<file path="config.mk">
export PLATFORM = sky130hd
export DESIGN_NAME = reg_file_sb
export DESIGN_NICKNAME = d
export VERILOG_FILES = /design/src/rtl/reg_file_pkg.sv /design/src/rtl/reg_file_scoreboard.sv /design/src/rtl/reg_file_sb.sv
export SDC_FILE = /design/constraint.sdc
export NUM_CORES = 1
export LEC_CHECK = 0
export BUFFER_PORTS_ARGS = -buffer_cell sky130_fd_sc_hd__buf_2
export CAP_MARGIN = 0
export CORE_ASPECT_RATIO = 2
export CORE_MARGIN = 4
export CORE_UTILIZATION = 58
export DETAILED_ROUTE_END_ITERATION = 12
export PLACE_DENSITY = 0.78
export SYNTH_ARGS = -nofsm -noshare
export SYNTH_HDL_FRONTEND = slang
export SYNTH_SLANG_ARGS = --single-unit
</file>
<file path="constraint.sdc">
create_clock -name clk -period 3.64 [get_ports clk]
set_input_delay 0.182 -clock clk [delete_from_list [all_inputs] [get_ports clk]]
set_output_delay 0.182 -clock clk [all_outputs]
set_load 0.005 [all_outputs]
</file>
<file path="src/rtl/reg_file_pkg.sv">
// ============================================================================
// reg_file_pkg : shared constants and state encoding for reg_file_sb
// Revision     : 1.0 - initial release
// ============================================================================
`default_nettype none

package reg_file_pkg;

  localparam int DEF_DATA_W = 32;
  localparam int DEF_ADDR_W = 5;
  localparam int DEF_DEPTH  = 2 ** DEF_ADDR_W;

  // Sweep FSM encoding
  localparam logic [0:0] ST_INIT = 1'b0;
  localparam logic [0:0] ST_RUN  = 1'b1;

  function automatic int depth_of(input int addr_w);
    return 1 << addr_w;
  endfunction

endpackage

`default_nettype wire

</file>
<file path="src/rtl/reg_file_scoreboard.sv">
// ============================================================================
// reg_file_scoreboard : per-register busy bits, reserve set / writeback clear
// Revision            : 1.0 - initial release
// ============================================================================
`default_nettype none

module reg_file_scoreboard
  import reg_file_pkg::*;
#(
  parameter int ADDR_W   = DEF_ADDR_W,
  parameter bit ZERO_REG = 1'b1
) (
  input  logic              clk,
  input  logic              rst_n,
  input  logic              en,
  input  logic              we,
  input  logic [ADDR_W-1:0] wa,
  input  logic              rsv_valid,
  input  logic [ADDR_W-1:0] rsv_addr,
  input  logic [ADDR_W-1:0] ra1,
  input  logic [ADDR_W-1:0] ra2,
  output logic              busy1,
  output logic              busy2,
  output logic              rsv_ok
);

  localparam int DEPTH = depth_of(ADDR_W);

  logic [DEPTH-1:0] w_busy;

  // A busy register may be re-reserved when its producer writes back this cycle.
  assign rsv_ok = en & rsv_valid & (~w_busy[rsv_addr] | (we & (wa == rsv_addr)));
  assign busy1  = w_busy[ra1];
  assign busy2  = w_busy[ra2];

  for (genvar i = 0; i < DEPTH; i++) begin : g_bit
    if (ZERO_REG && (i == 0)) begin : g_zero
      assign w_busy[i] = 1'b0;
    end else begin : g_reg
      logic w_set;
      logic w_clr;
      logic r_bit;

      assign w_set = rsv_ok & (rsv_addr == ADDR_W'(i));
      assign w_clr = en & we & (wa == ADDR_W'(i));

      // Set has priority so the new producer wins over a same-cycle release.
      always_ff @(posedge clk or negedge rst_n) begin
        if (!rst_n) begin
          r_bit <= 1'b0;
        end else if (w_set) begin
          r_bit <= 1'b1;
        end else if (w_clr) begin
          r_bit <= 1'b0;
        end
      end

      assign w_busy[i] = r_bit;
    end
  end

endmodule

`default_nettype wire

</file>
<file path="src/rtl/reg_file_sb.sv">
// ============================================================================
// reg_file_sb : 2R/1W register file with busy scoreboard and post-reset sweep
//               Optional same-cycle write bypass enabled by RF_BYPASS_EN.
// Revision    : 1.0 - initial release
// ============================================================================
`default_nettype none

module reg_file_sb
  import reg_file_pkg::*;
#(
  parameter int DATA_W   = DEF_DATA_W,
  parameter int ADDR_W   = DEF_ADDR_W,
  parameter bit ZERO_REG = 1'b1
) (
  input  logic              clk,
  input  logic              rst_n,
  input  logic              we,
  input  logic [ADDR_W-1:0] wa,
  input  logic [DATA_W-1:0] wd,
  input  logic [ADDR_W-1:0] ra1,
  input  logic [ADDR_W-1:0] ra2,
  output logic [DATA_W-1:0] rd1,
  output logic [DATA_W-1:0] rd2,
  output logic              busy1,
  output logic              busy2,
  input  logic              rsv_valid,
  input  logic [ADDR_W-1:0] rsv_addr,
  output logic              rsv_ok,
  output logic              ready
);

  localparam int DEPTH = depth_of(ADDR_W);

  logic [0:0]        r_state;
  logic [ADDR_W-1:0] r_clr_idx;
  logic [DATA_W-1:0] r_mem [DEPTH];
  logic              w_run;
  logic              w_wr_zero;
  logic              w_z1;
  logic              w_z2;
  logic              w_sb_busy1;
  logic              w_sb_busy2;

  assign w_run     = (r_state == ST_RUN);
  assign ready     = w_run;
  assign w_wr_zero = ZERO_REG && (wa == '0);
  assign w_z1      = ZERO_REG && (ra1 == '0);
  assign w_z2      = ZERO_REG && (ra2 == '0);

  always_ff @(posedge clk or negedge rst_n) begin
    if (!rst_n) begin
      r_state   <= ST_INIT;
      r_clr_idx <= '0;
    end else if (r_state == ST_INIT) begin
      r_clr_idx <= r_clr_idx + ADDR_W'(1);
      if (&r_clr_idx) begin
        r_state <= ST_RUN;
      end
    end
  end

  // Storage has no reset; the sweep zeroes it one entry per cycle instead.
  always_ff @(posedge clk) begin
    if (!w_run) begin
      r_mem[r_clr_idx] <= '0;
    end else if (we && !w_wr_zero) begin
      r_mem[wa] <= wd;
    end
  end

  reg_file_scoreboard #(
    .ADDR_W   (ADDR_W),
    .ZERO_REG (ZERO_REG)
  ) u_sb (
    .clk       (clk),
    .rst_n     (rst_n),
    .en        (w_run),
    .we        (we),
    .wa        (wa),
    .rsv_valid (rsv_valid),
    .rsv_addr  (rsv_addr),
    .ra1       (ra1),
    .ra2       (ra2),
    .busy1     (w_sb_busy1),
    .busy2     (w_sb_busy2),
    .rsv_ok    (rsv_ok)
  );

`ifdef RF_BYPASS_EN
  logic w_byp1;
  logic w_byp2;
  assign w_byp1 = we && (wa == ra1);
  assign w_byp2 = we && (wa == ra2);
`endif

  always_comb begin
    rd1   = r_mem[ra1];
    busy1 = w_sb_busy1;
`ifdef RF_BYPASS_EN
    if (w_byp1) begin
      rd1   = wd;
      busy1 = rsv_ok && (rsv_addr == ra1);
    end
`endif
    if (!w_run || w_z1) begin
      rd1   = '0;
      busy1 = 1'b0;
    end
  end

  always_comb begin
    rd2   = r_mem[ra2];
    busy2 = w_sb_busy2;
`ifdef RF_BYPASS_EN
    if (w_byp2) begin
      rd2   = wd;
      busy2 = rsv_ok && (rsv_addr == ra2);
    end
`endif
    if (!w_run || w_z2) begin
      rd2   = '0;
      busy2 = 1'b0;
    end
  end

endmodule

`default_nettype wire

</file>
==> summary.md, run 1 <==
| Metric | Value |
|---|---|
| Status | finished clean |
| Initial antenna violation count | 4 |
| Max cap viols | 0 |
| Total grt overflow | 0 |
| Syn Inst Count | 2881 |
| Final Core Density | 64.9% |
| Unrepaired setup endpoints after global routing | no |
| Commonest non-fill, non-tap cell in the layout | edfxtp_1 |
| Startpoint Class | register |
| Power Density | 448 nW/um^2 |
| Die width | 217 microns |
| Antenna-violating nets left | 0 |
| FF/Latch Area | 31700 sq um |
| Tightest Pin Transition | 1.30 ns |
| Slowest cell on the critical path | o31ai_1 |
| Hold WC Path Type | in -> reg |
| Slew headroom | 13.3% |
| Worst-path clk slew | 0.07 ns |
| Area Growth Syn to Fin | 11.4% |
| Fin. max-slew vios | 0 |
| Core Area | 86900 sq um |
| Post-synth EDFFs | 1024 |
| Multi-input logic area | 18200 sq um |
| Clock skew | 0.0288 ns |
| Final worst path period share | 92.8% |
| Most frequent CP cell | buf_4 |
| Syn. warnings | 0 |
| Critical Path End Type | primary output |
| CP Data Arrival Time | 3.19 ns |
| Via Count | 31800 |
| CTS tree | yes |
| # H-tree levels | 3 |
| First-pass GRT wire length | 218 mm |
| Crit path time final | 3.38 ns |
| Max clock buf depth | 3 |
| Total track usage | 32.5% |
| Final Hold Vio Count | 0 |
| Pre-antenna DRT Iters | 8 |
| Leakage power | 20.1 nW |
| Nets | 3063 |
| Most used DFF post-synth | edfxtp_1 |
| Highest Clock Rate | 296 MHz |
| Synth Cell Area | 50700 sq um |
| TNS Setup | 0 ns |
| Vias/cell | 7.50 |
| Post-synthesis sequential area ratio | 62.5% |
| Buf/Inv on CP | 3 |
| Setup CP Type | reg -> out |
| Synth unique cells | 51 |
| Total power | 0.0253 W |
| I/O Pins | 124 |
| Initial Util | 58.3% |
| CTS buffer count | 88 |
| Share of layout cells above drive strength 1 | 30.0% |
| Fill cells | 5815 |
| Worst hold slack | 0.0547 ns |
| Site Rows | 153 |
| Largest net degree at the start of global routing | 136 |
| Clk sinks | 1061 |
| Avg WL per Cell | 35.5 microns |
| Worst path top cell family by delay | compound AO/OA/AOI/OAI gates |
| Critical path required time | 3.46 ns |
| Setup violations, final | 0 |
| Critical path cell sequence | buf_4, nand2_2, buf_4, o31ai_1, buf_2 |
| Iter 0 DRT Violations | 4667 |
| Syn_area_per_cell | 17.6 sq um |
| Worst IR Drop VDD | 0.421 mV |
| Vias in the first global route | 32800 |
| HPWL Detailed | 93.7 mm |
| Asr flop ratio synth | 3.49% |
| # DRC | 0 |
| Commonest cells after routing, fill and taps aside | edfxtp_1, mux4_2, mux2i_1 |
| Die Y | 426 microns |
| CP max FO | 24 |
| Drt total wl | 150 mm |
| CP max stage delay | 0.94 ns |
| GPL Wtd Cong | 0.919 |
| FF+latch count, synth | 1061 |
| PortBufs | 123 |
| Post-Syn Nets | 2939 |
| CTS Root Buffer Type | clkbuf_16 |
| Latest clock arrival within the worst-skew pair | 0.68 ns |
| DIE AREA | 92400 sq um |
what timing repair did:
| action | CTS | global route |
|---|---|---|
| hold buffers | 4 | 0 |
| hold endpoints to repair | 44 | 0 |
| gates resized for setup | 0 | 0 |
| buffers inserted | 0 | 0 |
sequential cells by signal, indices dropped and copies added (netlist names):
| register | cells |
|---|---|
| r_clr_idx | 5 |
| r_mem | 1024 |
| ready | 1 |
| u_sb.g_bit.g_reg.r_bit | 31 |
kinds of logic (layout without fill, tap and decap cells):
logic type	count (synthesis)	count (layout)	synth area share, %
flip-flops	1061	1061	62.5
multiplexers	806	806	26.1
other	0	1	0
AND/OR/NAND/NOR	283	283	2.71
XOR/XNOR	8	8	0.138
adder cells (fa/ha/maj)	2	2	0.0494
buffers and inverters	239	432	2.06
AO/OA/AOI/OAI	482	482	6.42
metal layers:
metal / global-route usage, % / vias up / part of all wire (%)
met5: 0 / - / 0.030
met1: 40.0 / 16100 / 32
met4: 18.7 / 6 / 7.2
met2: 54.5 / 2542 / 50
met3: 5.64 / 657 / 10
li1: - / 12500 / -
worst register-to-register path, stage by stage, from the launching register on:
cell and delay, ns:
dfrtp_1 0.36, and2_1 0.24, o31a_2 0.26, buf_4 0.37, and2_1 1.07
where the power goes:
| part | internal, W | switching (W) |
|---|---|---|
| Sequential | 0.0135 | 0.0000535 |
| Clock | 0.00499 | 0.00440 |
| Combinational | 0.000925 | 0.00146 |
per-stage QoR:
stage,area (sq um),instances,setup slack (ns)
3_5_place_dp,53600,4073,0.690
2_1_floorplan,50700,2881,0.346
3_3_place_gp,53600,4073,0.701
5_1_grt,56400,4236,0.337
4_1_cts,56400,4236,0.384
6_report,56400,4237,0.263
area by class of cell:
class,count,area share (%)
clock buffer,107,4.18
timing repair buffer,270,4.07
inverter,3,0.0222
clock inverter,52,0.749
antenna,1,0.00443
multi-input combinational,1581,32.3
sequential,1061,56.1
tap,1162,2.58
synth_stat cells, drive strengths merged, types with 2 or more instances:
cell / number / share of area [%]
nor2b: 8 / 0.099
buf: 109 / 1.1
mux2i: 333 / 6.6
nor3b: 4 / 0.059
o31ai: 38 / 0.56
o21a: 4 / 0.059
and3: 3 / 0.037
edfxtp: 1024 / 61
nand4: 2 / 0.025
nor3: 3 / 0.030
mux2: 68 / 1.5
nor2: 119 / 0.88
ha: 2 / 0.049
nand2: 45 / 0.33
a21boi: 12 / 0.18
and2: 37 / 0.46
o21ai: 44 / 0.52
o22ai: 96 / 1.2
a21oi: 131 / 1.3
xor2: 4 / 0.069
dfrtp: 37 / 1.8
mux4: 405 / 18
o221ai: 131 / 2.3
xnor2: 4 / 0.069
clkbuf: 127 / 0.94
a22oi: 2 / 0.040
nand3b: 2 / 0.030
or2: 3 / 0.037
nand2b: 7 / 0.086
inv: 3 / 0.022
a31oi: 19 / 0.23
or3: 33 / 0.41
nor4: 3 / 0.067
nand3: 10 / 0.099
path summary, 6_finish.rpt:
path,slack (ns),startpoint,cells past startpoint,endpoint
setup / recovery,0.26,ready,5,rd1[12]
hold reg to reg,0.59,r_clr_idx[4],1,r_clr_idx[4]
max in group asynchronous,2.91,rst_n,2,u_sb.g_bit[10].g_reg.r_bit
hold / removal,0.05,rsv_addr[1],3,u_sb.g_bit[31].g_reg.r_bit
setup reg to reg,0.93,ready,4,r_mem[26][16]
min in group asynchronous,0.16,rst_n,2,u_sb.g_bit[14].g_reg.r_bit
Power figures use the tool's default switching activity.
==> run 2: changes to the inputs <==
BUFFER_PORTS_ARGS = -buffer_cell sky130_fd_sc_hd__buf_4   (was -buffer_cell sky130_fd_sc_hd__buf_2)
==> summary.md, run 2 (synthesis results as in run 1) <==
| Metric | Value |
|---|---|
| Status | finished clean |
| R2R Path Start | ready |
| Leakage power | 20.3 nW |
| HPWL Detailed | 88.6 mm |
| Slowest cell on the critical path | o22ai_1 |
| Total power | 0.0262 W |
| Post-CTS setup buffer count | 0 |
| CP max stage delay | 0.80 ns |
| Iter 0 DRT Violations | 4207 |
| Number of cells on the critical path | 4 |
| Post-CTS Resized | 0 |
| Initial Util | 58.3% |
| Drt total wl | 153 mm |
| CP max FO | 18 |
| CTS buffer count | 87 |
| Tightest Pin Transition | 1.11 ns |
| Initial antenna violation count | 4 |
| Largest Register | r_mem |
| Total grt overflow | 0 |
| Unrepaired setup endpoints after global routing | no |
| CP Data Arrival Time | 3.21 ns |
| I/O Pins | 124 |
| Fin. max-slew vios | 0 |
| Clock skew | 0.0240 ns |
| Latest clock arrival within the worst-skew pair | 0.69 ns |
| Area Growth Syn to Fin | 12.6% |
| Commonest cells after routing, fill and taps aside | edfxtp_1, mux4_2, mux2i_1 |
| Die width | 217 microns |
| Highest Clock Rate | 295 MHz |
| Largest net degree at the start of global routing | 115 |
| Max cap viols | 0 |
| Vias/cell | 7.50 |
| # H-tree levels | 3 |
| Slew headroom | 26.2% |
| Die Y | 426 microns |
| PortBufs | 123 |
| CTS tree | yes |
| Critical path required time | 3.46 ns |
| Max reg flops | 1024 |
| Power Density | 459 nW/um^2 |
| Nets | 3058 |
| # DRC | 0 |
| TNS Setup | 0 ns |
| Commonest non-fill, non-tap cell in the layout | edfxtp_1 |
| Fill cells | 5730 |
| Setup violations, final | 0 |
| Reg2Reg Depth | 4 |
| Site Rows | 153 |
| Crit path time final | 3.39 ns |
| Worst R2R End | r_mem[22][6] |
| Buf/Inv on CP | 2 |
| Max clock buf depth | 3 |
| Most frequent CP cell | buf_4 |
| GPL Wtd Cong | 0.947 |
| Hold WC Path Type | in -> reg |
| Pre-antenna DRT Iters | 8 |
| CP Launch Point | ready |
| Final Hold Vio Count | 0 |
| Worst IR Drop VDD | 0.365 mV |
| CTS Root Buffer Type | clkbuf_16 |
| Final worst path period share | 93.2% |
| Post-CTS Hold Fix Bufs | 14 |
| FF-to-FF setup slack | 0.67 ns |
| Worst-path clk slew | 0.06 ns |
| First-pass GRT wire length | 221 mm |
| Startpoint Class | register |
| Critical Path End Type | primary output |
| Share of layout cells above drive strength 1 | 29.8% |
| Critical path cell sequence | buf_4, nand2_2, o22ai_1, buf_4 |
| Vias in the first global route | 33200 |
| Clk sinks | 1061 |
| Total track usage | 33.0% |
| Critical Path End | rd2[9] |
| Core Area | 86900 sq um |
| Via Count | 31800 |
| Setup CP Type | reg -> out |
| Avg WL per Cell | 36.1 microns |
| Antenna-violating nets left | 0 |
| Worst path top cell family by delay | compound AO/OA/AOI/OAI gates |
| DIE AREA | 92400 sq um |
| Largest regs | r_mem x1024, u_sb.g_bit.g_reg.r_bit x31, r_clr_idx x5 |
==> run 2: worst min-delay path by stage <==
stage / startpoint / endpoint / slack [ns] / cells after the start
3_3_place_gp: rst_n / u_sb.g_bit[25].g_reg.r_bit / 0.19 / 1
2_1_floorplan: rst_n / r_clr_idx[0] / -0.11 / 0
6_report: wa[4] / u_sb.g_bit[20].g_reg.r_bit / 0.05 / 4
4_1_cts: wa[4] / u_sb.g_bit[20].g_reg.r_bit / 0.004 / 4
5_1_grt: wa[4] / u_sb.g_bit[21].g_reg.r_bit / 0.09 / 4
3_5_place_dp: rst_n / u_sb.g_bit[25].g_reg.r_bit / 0.19 / 1
==> run 2: per-stage QoR <==
| stage | hold WS (ns) | cell area [sq um] | instances | utilization [%] | worst slack (ns) |
|---|---|---|---|---|---|
| floorplan | -0.114 | 50700 | 2881 | - | 0.346 |
| global placement | 0.186 | 53800 | 4059 | 61.9 | 0.869 |
| detailed placement | 0.185 | 53800 | 4059 | 61.9 | 0.665 |
| CTS | 0.00442 | 57000 | 4233 | 65.6 | 0.304 |
| global route | 0.0854 | 57000 | 4233 | 65.6 | 0.264 |
| finish | 0.0514 | 57000 | 4234 | 65.6 | 0.246 |
==> run 2: area by class of cell <==
class,count,area [sq um],area share [%]
multi-input cells,1581,18200,31.9
flip-flops and latches,1061,31700,55.5
clock buffers,104,2290,4.02
repair buffers,266,2590,4.54
inverters,3,12.5,0.0219
clock inverters,56,793,1.39
well taps,1162,1450,2.55
diodes,1,2.50,0.00439
==> run 2: worst reg2reg max path: stages, from the launching register on <==
cell,delay (ns)
dfrtp_1,0.60
and2_1,0.28
o31a_2,0.26
buf_4,0.51
and2_1,0.95
==> run 2: routing by layer <==
metal	track usage (%)	vias up	wire, microns
met5	0	-	17
met4	18.0	2	10500
met3	8.20	603	17800
met2	55.7	2498	77300
met1	39.1	16200	47300
li1	-	12400	-
==> run 2: power by group <==
part / switching, W / leakage, nW / internal [W] / total [W]
combinational: 0.00146 / 7.65 / 0.000980 / 0.00244
clock: 0.00433 / 1.50 / 0.00588 / 0.0102
sequential: 0.0000575 / 11.1 / 0.0135 / 0.0135
